$ cat src/rtl/word_acc_pkg.sv
// Shared types and defaults for the word frame accumulator.
// FSM encoding plus default widths; CNT_W bounds FRAME_LEN to 255.
package word_acc_pkg;

    typedef enum logic [1:0] {
        IDLE  = 2'd0,
        ACCUM = 2'd1,
        DONE  = 2'd2
    } state_t;

    localparam int DATA_W_DEF    = 16;
    localparam int FRAME_LEN_DEF = 8;
    localparam int ACC_W_DEF     = 24;
    localparam int CNT_W         = 8;

endpackage

$ cat src/rtl/word_frame_accumulator_acc_add.sv
// acc_add: accumulator plus zero-extended word; saturates when WORD_ACC_SAT_EN is defined.
// Latency: combinational (0 cycles).
// Backpressure: none; pure datapath.
module acc_add
    import word_acc_pkg::*;
#(
    parameter int DATA_W = DATA_W_DEF,
    parameter int ACC_W  = ACC_W_DEF
) (
    input  logic [ACC_W-1:0]  acc,
    input  logic [DATA_W-1:0] word,
    output logic [ACC_W-1:0]  sum
);

`ifdef WORD_ACC_SAT_EN
    logic [ACC_W:0] full_sum;

    // One spare bit catches the carry; once pinned at max, further adds stay pinned.
    assign full_sum = {1'b0, acc} + (ACC_W + 1)'(word);
    assign sum      = full_sum[ACC_W] ? {ACC_W{1'b1}} : full_sum[ACC_W-1:0];
`else
    assign sum = acc + ACC_W'(word);
`endif

endmodule

$ cat src/rtl/word_frame_accumulator.sv
// Collects FRAME_LEN words into a sum and XOR signature; optional saturating sum via WORD_ACC_SAT_EN.
// Latency: result valid the cycle after the last word is accepted.
// Backpressure: in_ready low outside ACCUM; result held stable until out_ready.
module word_frame_accumulator
    import word_acc_pkg::*;
#(
    parameter int DATA_W    = DATA_W_DEF,
    parameter int FRAME_LEN = FRAME_LEN_DEF,
    parameter int ACC_W     = ACC_W_DEF
) (
    input  logic              clk,
    input  logic              rst_n,
    input  logic              start,
    input  logic              in_valid,
    output logic              in_ready,
    input  logic [DATA_W-1:0] in_data,
    output logic              out_valid,
    input  logic              out_ready,
    output logic [ACC_W-1:0]  out_sum,
    output logic [DATA_W-1:0] out_xor,
    output logic [CNT_W-1:0]  out_cnt,
    output logic              busy
);

    state_t             state_q;
    state_t             state_d;
    logic               in_ready_q;
    logic               out_valid_q;
    logic               busy_q;
    logic [ACC_W-1:0]   sum_q;
    logic [ACC_W-1:0]   sum_next;
    logic [DATA_W-1:0]  xor_q;
    logic [CNT_W-1:0]   cnt_q;
    logic               xfer;
    logic               last_xfer;

    assign xfer      = in_valid && in_ready_q;
    assign last_xfer = xfer && (cnt_q == CNT_W'(FRAME_LEN - 1));

    acc_add #(
        .DATA_W (DATA_W),
        .ACC_W  (ACC_W)
    ) u_acc_add (
        .acc  (sum_q),
        .word (in_data),
        .sum  (sum_next)
    );

    always_comb begin
        state_d = state_q;
        unique case (state_q)
            IDLE:    if (start)     state_d = ACCUM;
            ACCUM:   if (last_xfer) state_d = DONE;
            DONE:    if (out_ready) state_d = IDLE;
            default:                state_d = IDLE;
        endcase
    end

    // Handshake flags are registered decodes of the next state, so none depend on in_valid.
    always_ff @(posedge clk or negedge rst_n) begin
        if (!rst_n) begin
            state_q     <= IDLE;
            in_ready_q  <= 1'b0;
            out_valid_q <= 1'b0;
            busy_q      <= 1'b0;
        end else begin
            state_q     <= state_d;
            in_ready_q  <= (state_d == ACCUM);
            out_valid_q <= (state_d == DONE);
            busy_q      <= (state_d != IDLE);
        end
    end

    always_ff @(posedge clk or negedge rst_n) begin
        if (!rst_n) begin
            sum_q <= '0;
            xor_q <= '0;
            cnt_q <= '0;
        end else if (state_q == IDLE && start) begin
            sum_q <= '0;
            xor_q <= '0;
            cnt_q <= '0;
        end else if (xfer) begin
            sum_q <= sum_next;
            xor_q <= xor_q ^ in_data;
            cnt_q <= cnt_q + CNT_W'(1);
        end
    end

    assign in_ready  = in_ready_q;
    assign out_valid = out_valid_q;
    assign busy      = busy_q;
    assign out_sum   = sum_q;
    assign out_xor   = xor_q;
    assign out_cnt   = cnt_q;

endmodule
$ cat config.mk
export PLATFORM = sky130hd
export DESIGN_NAME = word_frame_accumulator
export DESIGN_NICKNAME = d
export VERILOG_FILES = /design/src/rtl/word_acc_pkg.sv /design/src/rtl/word_frame_accumulator_acc_add.sv /design/src/rtl/word_frame_accumulator.sv
export SDC_FILE = /design/constraint.sdc
export NUM_CORES = 1
export LEC_CHECK = 0
export BUFFER_PORTS_ARGS = -buffer_cell sky130_fd_sc_hd__clkbuf_2
export CORE_ASPECT_RATIO = 0.7
export CORE_MARGIN = 2
export CORE_UTILIZATION = 55
export DETAILED_ROUTE_END_ITERATION = 10
export PLACE_DENSITY = 0.81
export SLEW_MARGIN = 15
export SYNTH_ARGS = -nofsm -noshare
export SYNTH_HDL_FRONTEND = slang
export SYNTH_SLANG_ARGS = --single-unit
export TNS_END_PERCENT = 10
$ cat constraint.sdc
create_clock -name clk -period 2.8 [get_ports clk]
set_input_delay 0.14 -clock clk [delete_from_list [all_inputs] [get_ports clk]]
set_output_delay 0.14 -clock clk [all_outputs]
set_load 0.02 [all_outputs]
# Word-level counts from Yosys, hierarchy flattened
# Index checks and enable logic that the tools add are counted.
# totals
regBits	53
wordCells	31
# op_classes
n_addsub	2
n_eq_ne	5
muxes	10
bitwise	1
reduce_logical	6
# ops
op	n
24-bit two-way mux	2
16-bit two-way mux	2
24-bit by 16-bit adder with 24-bit output	1
8-bit two-way mux	2
16-bit XOR	1
8-bit by 1-bit adder with 8-bit output (second input constant)	1
8-bit by 3-bit equality test with 1-bit output (second input constant)	1
2-bit two-way mux	3
2-bit one-hot mux with 3 select lines	1
2-bit by 1-bit equality test with 1-bit output (second input constant)	2
2-bit equality test (second input constant)	2
2-bit nonzero test	2
1-bit logical AND	3
2-bit zero test	1

# Longest topological paths before layout
# depth
word_depth	5
mapped_depth	9
ltp_nobuf	9

# Hierarchy
# Synthesis repeated with hierarchy kept, for this count alone.
# hier_totals
hier_cells	361
hier_area_um2	3144.3
# modules_own_cells
module	n_inst	cells_each	area_per_inst_um2	seq_area_each_um2
word_frame_accumulator	1	233	2223.4	1326.3
acc_add	1	128	920.9	0.0

# Worst setup path before layout
# No wires, ideal clock.
# synth_timing
path_type	register to register
from	reg sum_q[0] (netlist: out_sum[0])
to	reg sum_q[12] (netlist: out_sum[12])
setup_time_ps	137
arrival_time_ps	2089
required_ps	2663
setup_slack_ps	575
path_stages_with_launch	10
path_buffers	0
cell_sequence	dfrtp_1 -> ha_1 -> inv_1 -> fa_1 -> nand2b_1 -> a21oi_2 -> o211ai_1 -> a31oi_1 -> xnor2_1 -> a21oi_1
# synth_via
elab_chain_cells	3
# synth_rtl
element	line_no	source
start: declaration	word_frame_accumulator.sv:30	logic [ACC_W-1:0] sum_q;
start signal: assignment	word_frame_accumulator.sv:84	sum_q <= sum_next;
24-bit by 16-bit adder with 24-bit output	word_frame_accumulator_acc_add.sv:22	assign sum = acc + ACC_W'(word);
24-bit two-way mux	word_frame_accumulator.sv:83	end else if (xfer) begin
24-bit two-way mux	word_frame_accumulator.sv:79	end else if (state_q == IDLE && start) begin
# Every way passes these cells. The select of a mux whose other input is x is not followed.
# A chain may end at the register's enable or synchronous reset.

# Worst setup path after layout
# layout_timing
from	reg sum_q[0] (netlist: out_sum[0])
to	reg sum_q[16] (netlist: out_sum[16])
# Same word-level chain as after synthesis.

==> impl_metrics.prom <==
# TYPE chip_impl_metric gauge
chip_impl_info{name="run_status",value="complete, but fails checks"} 1
chip_impl_info{name="violated_checks",value="hold timing"} 1
chip_impl_metric{name="register_area",unit="sq mm"} 0.00133
chip_impl_metric{name="netlist.area_leader.share",unit="%"} 40.7
chip_impl_metric{name="postLayoutCellArea",unit="sq mm"} 0.00379
chip_impl_metric{name="grt_start_max_net_pins",unit=""} 43
chip_impl_metric{name="multiplexer_area_fraction_after_synthesis",unit="%"} 0
chip_impl_metric{name="power_switching_share",unit="%"} 49.7
chip_impl_metric{name="sequential_area_share_after_synthesis",unit="%"} 40.7
chip_impl_metric{name="critPathArrivalTime",unit="ns"} 2.64
chip_impl_metric{name="drc_errors",unit=""} 0
chip_impl_info{name="hp-class",value="in -> async"} 1
chip_impl_metric{name="drv_cap",unit=""} 0
chip_impl_metric{name="antenna_found_initial",unit=""} 0
chip_impl_metric{name="share_comb_of_total_power",unit="%"} 59.0
chip_impl_metric{name="placedInstanceArea",unit="sq mm"} 0.00369
chip_impl_metric{name="pwr-share-seq",unit="%"} 30.7
chip_impl_metric{name="design.final.nets",unit=""} 489
chip_impl_metric{name="detail-route-antenna-nets",unit=""} 0
chip_impl_metric{name="power_density",unit="mW/mm^2"} 1180
chip_impl_metric{name="start_util",unit="%"} 57.0
chip_impl_metric{name="critical_path_required",unit="ns"} 3.04
chip_impl_metric{name="fin_tns_setup",unit="ns"} 0
chip_impl_metric{name="placeableCoreArea",unit="sq mm"} 0.00573
chip_impl_metric{name="vias_post_dr",unit=""} 3048
chip_impl_metric{name="antenna-diode-count",unit=""} 0
chip_impl_metric{name="postCtsResizedCells",unit=""} 0
chip_impl_metric{name="global_route.overflow_total",unit=""} 0
chip_impl_metric{name="ys_warn_count",unit=""} 0
chip_impl_metric{name="sw_pwr",unit="mW"} 2.22
chip_impl_metric{name="synthDistinctLibCells",unit=""} 46
chip_impl_metric{name="filler_cell_count",unit=""} 483
chip_impl_metric{name="placementRows",unit=""} 23
chip_impl_info{name="clock-root-buffer",value="sky130_fd_sc_hd__clkbuf_8"} 1
chip_impl_metric{name="synth_enable_flop_cells",unit=""} 0
chip_impl_metric{name="ff2ff_setup_slack",unit="ns"} 0.40
chip_impl_metric{name="yosys.area_share.adder",unit="%"} 7.13
chip_impl_info{name="rr_endpoint",value="out_sum[16]"} 1
chip_impl_metric{name="fp.dieH",unit="um"} 68.4
chip_impl_metric{name="clock_latency",unit="ns"} 0.32
chip_impl_metric{name="finalCriticalPeriod",unit="ns"} 2.40
chip_impl_metric{name="tritoncts_num_sinks",unit=""} 53
chip_impl_metric{name="vias_in_the_first_global_route",unit=""} 2758
chip_impl_metric{name="place_ws",unit="ns"} 0.461
chip_impl_metric{name="die_area",unit="sq mm"} 0.00657
chip_impl_metric{name="syn-cell-area",unit="sq mm"} 0.00326
chip_impl_metric{name="multi_input_combinational_cell_area",unit="sq mm"} 0.00183
chip_impl_info{name="critPathLaunchType",value="flip-flop"} 1
chip_impl_metric{name="portBuffers",unit=""} 71
chip_impl_metric{name="via_per_inst",unit=""} 5.79
chip_impl_metric{name="die_width",unit="um"} 96.0
chip_impl_info{name="path_class",value="reg -> reg"} 1
chip_impl_info{name="main_area_contributors_after_synthesis",value="sky130_fd_sc_hd__dfrtp_1 41%, sky130_fd_sc_hd__ha_1 6.5%, sky130_fd_sc_hd__nand2_1 6.4%, sky130_fd_sc_hd__a21oi_1 5.5%, sky130_fd_sc_hd__xor2_1 5.4%"} 1
chip_impl_metric{name="report.final.slew_viol_count",unit=""} 0
chip_impl_metric{name="detail_route.wirelength",unit="mm"} 7.96
chip_impl_metric{name="power.clock.fraction",unit="%"} 10.3
chip_impl_metric{name="internal_power",unit="mW"} 2.25
chip_impl_metric{name="ys_ff_latch",unit=""} 53
chip_impl_metric{name="synthCells",unit=""} 385
chip_impl_metric{name="track_usage",unit="%"} 25.4
chip_impl_info{name="tritoncts",value="yes"} 1
chip_impl_info{name="worst_setup_path_end_kind",value="flip-flop"} 1
chip_impl_info{name="crit-reg2reg-launch",value="out_sum[0]"} 1
chip_impl_metric{name="io_pins",unit=""} 72
chip_impl_metric{name="routed_wire_length_per_instance",unit="um"} 15.1
chip_impl_metric{name="cts_made_buffers",unit=""} 5
chip_impl_metric{name="finalWorstSetupSlack",unit="ns"} 0.399
chip_impl_metric{name="clock_tree.buffer_depth",unit=""} 2
chip_impl_metric{name="peakVddDrop",unit="mV"} 0.602
chip_impl_info{name="synth.largest_area_cell",value="sky130_fd_sc_hd__dfrtp_1"} 1
chip_impl_info{name="synth_ff_type",value="sky130_fd_sc_hd__dfrtp_1"} 1
chip_impl_metric{name="tightest_slew",unit="ns"} 0.935
chip_impl_metric{name="cts_hold_buffers",unit=""} 0
chip_impl_metric{name="critical_path_peak_fanout",unit=""} 4
chip_impl_metric{name="mappedNetlistNets",unit=""} 424
chip_impl_metric{name="detailed_routing_iteration_count_for_the_pre_antenna_repair_pass",unit=""} 5
chip_impl_metric{name="timing.clock.skew",unit="ns"} 0.0128
chip_impl_metric{name="finalHoldWorstSlack",unit="ns"} -0.0526
chip_impl_metric{name="timing.final.crit_share",unit="%"} 85.7
chip_impl_metric{name="share_of_flip_flops_with_an_asynchronous_set_or_reset",unit="%"} 100
chip_impl_metric{name="drtIter0Drc",unit=""} 223
chip_impl_metric{name="synth-compound-area-share",unit="%"} 17.6
chip_impl_info{name="unrepaired_setup_endpoints_after_global_routing",value="no"} 1
chip_impl_metric{name="grt_pass1_wl",unit="mm"} 12.9
chip_impl_metric{name="count_of_cells_along_the_worst_register_to_register_path",unit=""} 9
chip_impl_metric{name="report.final.hold_viol_count",unit=""} 40
chip_impl_metric{name="achievable-frequency",unit="MHz"} 417
chip_impl_metric{name="post-dp-hpwl",unit="mm"} 5.84
chip_impl_info{name="synth_top_family_by_area",value="simple AND/OR/NAND/NOR gates"} 1
chip_impl_metric{name="setup_violations",unit=""} 0
chip_impl_metric{name="syn-mean-instance-area",unit="sq um"} 8.47
chip_impl_metric{name="share_of_synthesized_cell_area_in_and_or_nand_and_nor_gates",unit="%"} 22.9
chip_impl_metric{name="syn2layout_area_growth",unit="%"} 16.1
chip_impl_metric{name="leakagePower",unit="nW"} 1.78
chip_impl_metric{name="synth_xor_xnor_area_share",unit="%"} 8.32
chip_impl_metric{name="fraction_of_final_layout_cells_with_drive_strength_greater_than_1",unit="%"} 21.3
chip_impl_metric{name="cts_h_tree_depth",unit=""} 2
chip_impl_metric{name="timing.slew.headroom",unit="%"} 37.7
chip_impl_metric{name="clkSlewWorstSetupHoldPaths",unit="ns"} 0.11
chip_impl_metric{name="gpl.final_weighted_congestion",unit=""} 0.922
chip_impl_metric{name="cts_setup_buffers",unit=""} 0
## routing by layer
layer  GRT usage, %  part of all wire (%)
met1           36.1                    45
met2           39.1                    44
met3           5.73                   8.8
met4           7.14                   1.7
met5              0                     0
## worst max-delay path, stage by stage, from the launching register on
cell,delay [ns]
sky130_fd_sc_hd__dfrtp_1,0.37
sky130_fd_sc_hd__ha_1,0.21
sky130_fd_sc_hd__inv_1,0.07
sky130_fd_sc_hd__fa_1,0.37
sky130_fd_sc_hd__nand2b_1,0.20
sky130_fd_sc_hd__a21oi_2,0.20
sky130_fd_sc_hd__o211ai_1,0.15
sky130_fd_sc_hd__a31oi_1,0.38
sky130_fd_sc_hd__a21oi_1,0.15
sky130_fd_sc_hd__nor3_1,0.22
## worst max path at each step
stage,startpoint,cells after the start,slack [ns],endpoint
4_1_cts,out_sum[0],9,0.45,out_sum[16]
3_5_place_dp,out_sum[0],9,0.46,out_sum[16]
5_1_grt,out_sum[0],9,0.21,out_sum[16]
3_3_place_gp,out_sum[0],9,0.59,out_sum[16]
6_report,out_sum[0],9,0.40,out_sum[16]
2_1_floorplan,out_sum[0],9,0.57,out_sum[12]
## per-stage QoR
stage	utilization (%)	hold WS, ns	total power, mW	instances
final	66.1	-0.0526	4.47	526
after global routing	66.1	0.0213	4.84	526
after CTS	66.1	0.0252	4.46	526
after detailed placement	64.5	0.379	3.98	518
after global placement	64.5	0.379	3.91	518
after floorplan	-	-0.156	3.26	385
## state kept, by name, indices dropped and copies added, names as in the netlist
signal and flops:
busy 1, in_ready 1, out_cnt 8, out_sum 24, out_valid 1, out_xor 16
state_q 2
## cell type report
type	instances	area share, %
well taps	75	2.48
inverters	10	0.991
repair buffers	76	10.7
clock buffers	5	1.82
multi-input cells	304	48.3
flip-flops and latches	53	35.0
clock inverters	3	0.661
## kinds of logic (layout without fill, tap and decap cells)
kind of cell,Yosys count,in the layout
buffers and inverters,28,94
xor gates and xnor gates,31,31
DFF,53,53
adders and majority gates,18,18
and+or+nand+nor,162,162
AOI/OAI and AO/OA,93,93
## placed cells by master (no fill, tap or decap), types with 9 or more instances in the layout
master,Yosys,layout
sky130_fd_sc_hd__inv_1,10,10
sky130_fd_sc_hd__a21oi_1,36,36
sky130_fd_sc_hd__o21ai_0,19,19
sky130_fd_sc_hd__nor2_1,44,44
sky130_fd_sc_hd__clkbuf_2,0,70
sky130_fd_sc_hd__nand2_1,56,56
sky130_fd_sc_hd__ha_1,17,17
sky130_fd_sc_hd__dfrtp_1,53,53
sky130_fd_sc_hd__o211ai_1,9,9
sky130_fd_sc_hd__xor2_1,20,20
sky130_fd_sc_hd__nor3_1,15,15
sky130_fd_sc_hd__xnor2_1,11,11
sky130_fd_sc_hd__nand3_1,10,10
## cell usage after synthesis, drive strengths merged (2+ instances only)
master	instances
ha	17
nor3	15
xnor2	11
and3	7
xor2	20
or3	4
nand3	10
a31oi	3
o21ai	23
o21bai	3
inv	10
nor4	2
a21oi	38
clkbuf	16
nand2b	6
a211oi	6
nor3b	2
nand2	57
o21a	3
dfrtp	53
o211ai	9
and2	2
a21o	3
nor2	44
nand4	7
buf	2
## power groups by stage
stage / logic, mW / clock network [mW] / registers (mW)
after CTS: 2.62 / 0.468 / 1.37
final: 2.64 / 0.462 / 1.37
after floorplan: 1.55 / 0 / 1.71
after detailed placement: 2.59 / 0 / 1.39
after global routing: 2.92 / 0.500 / 1.42
after global placement: 2.53 / 0 / 1.37
No activity file was read; power rests on OpenSTA's default activity.
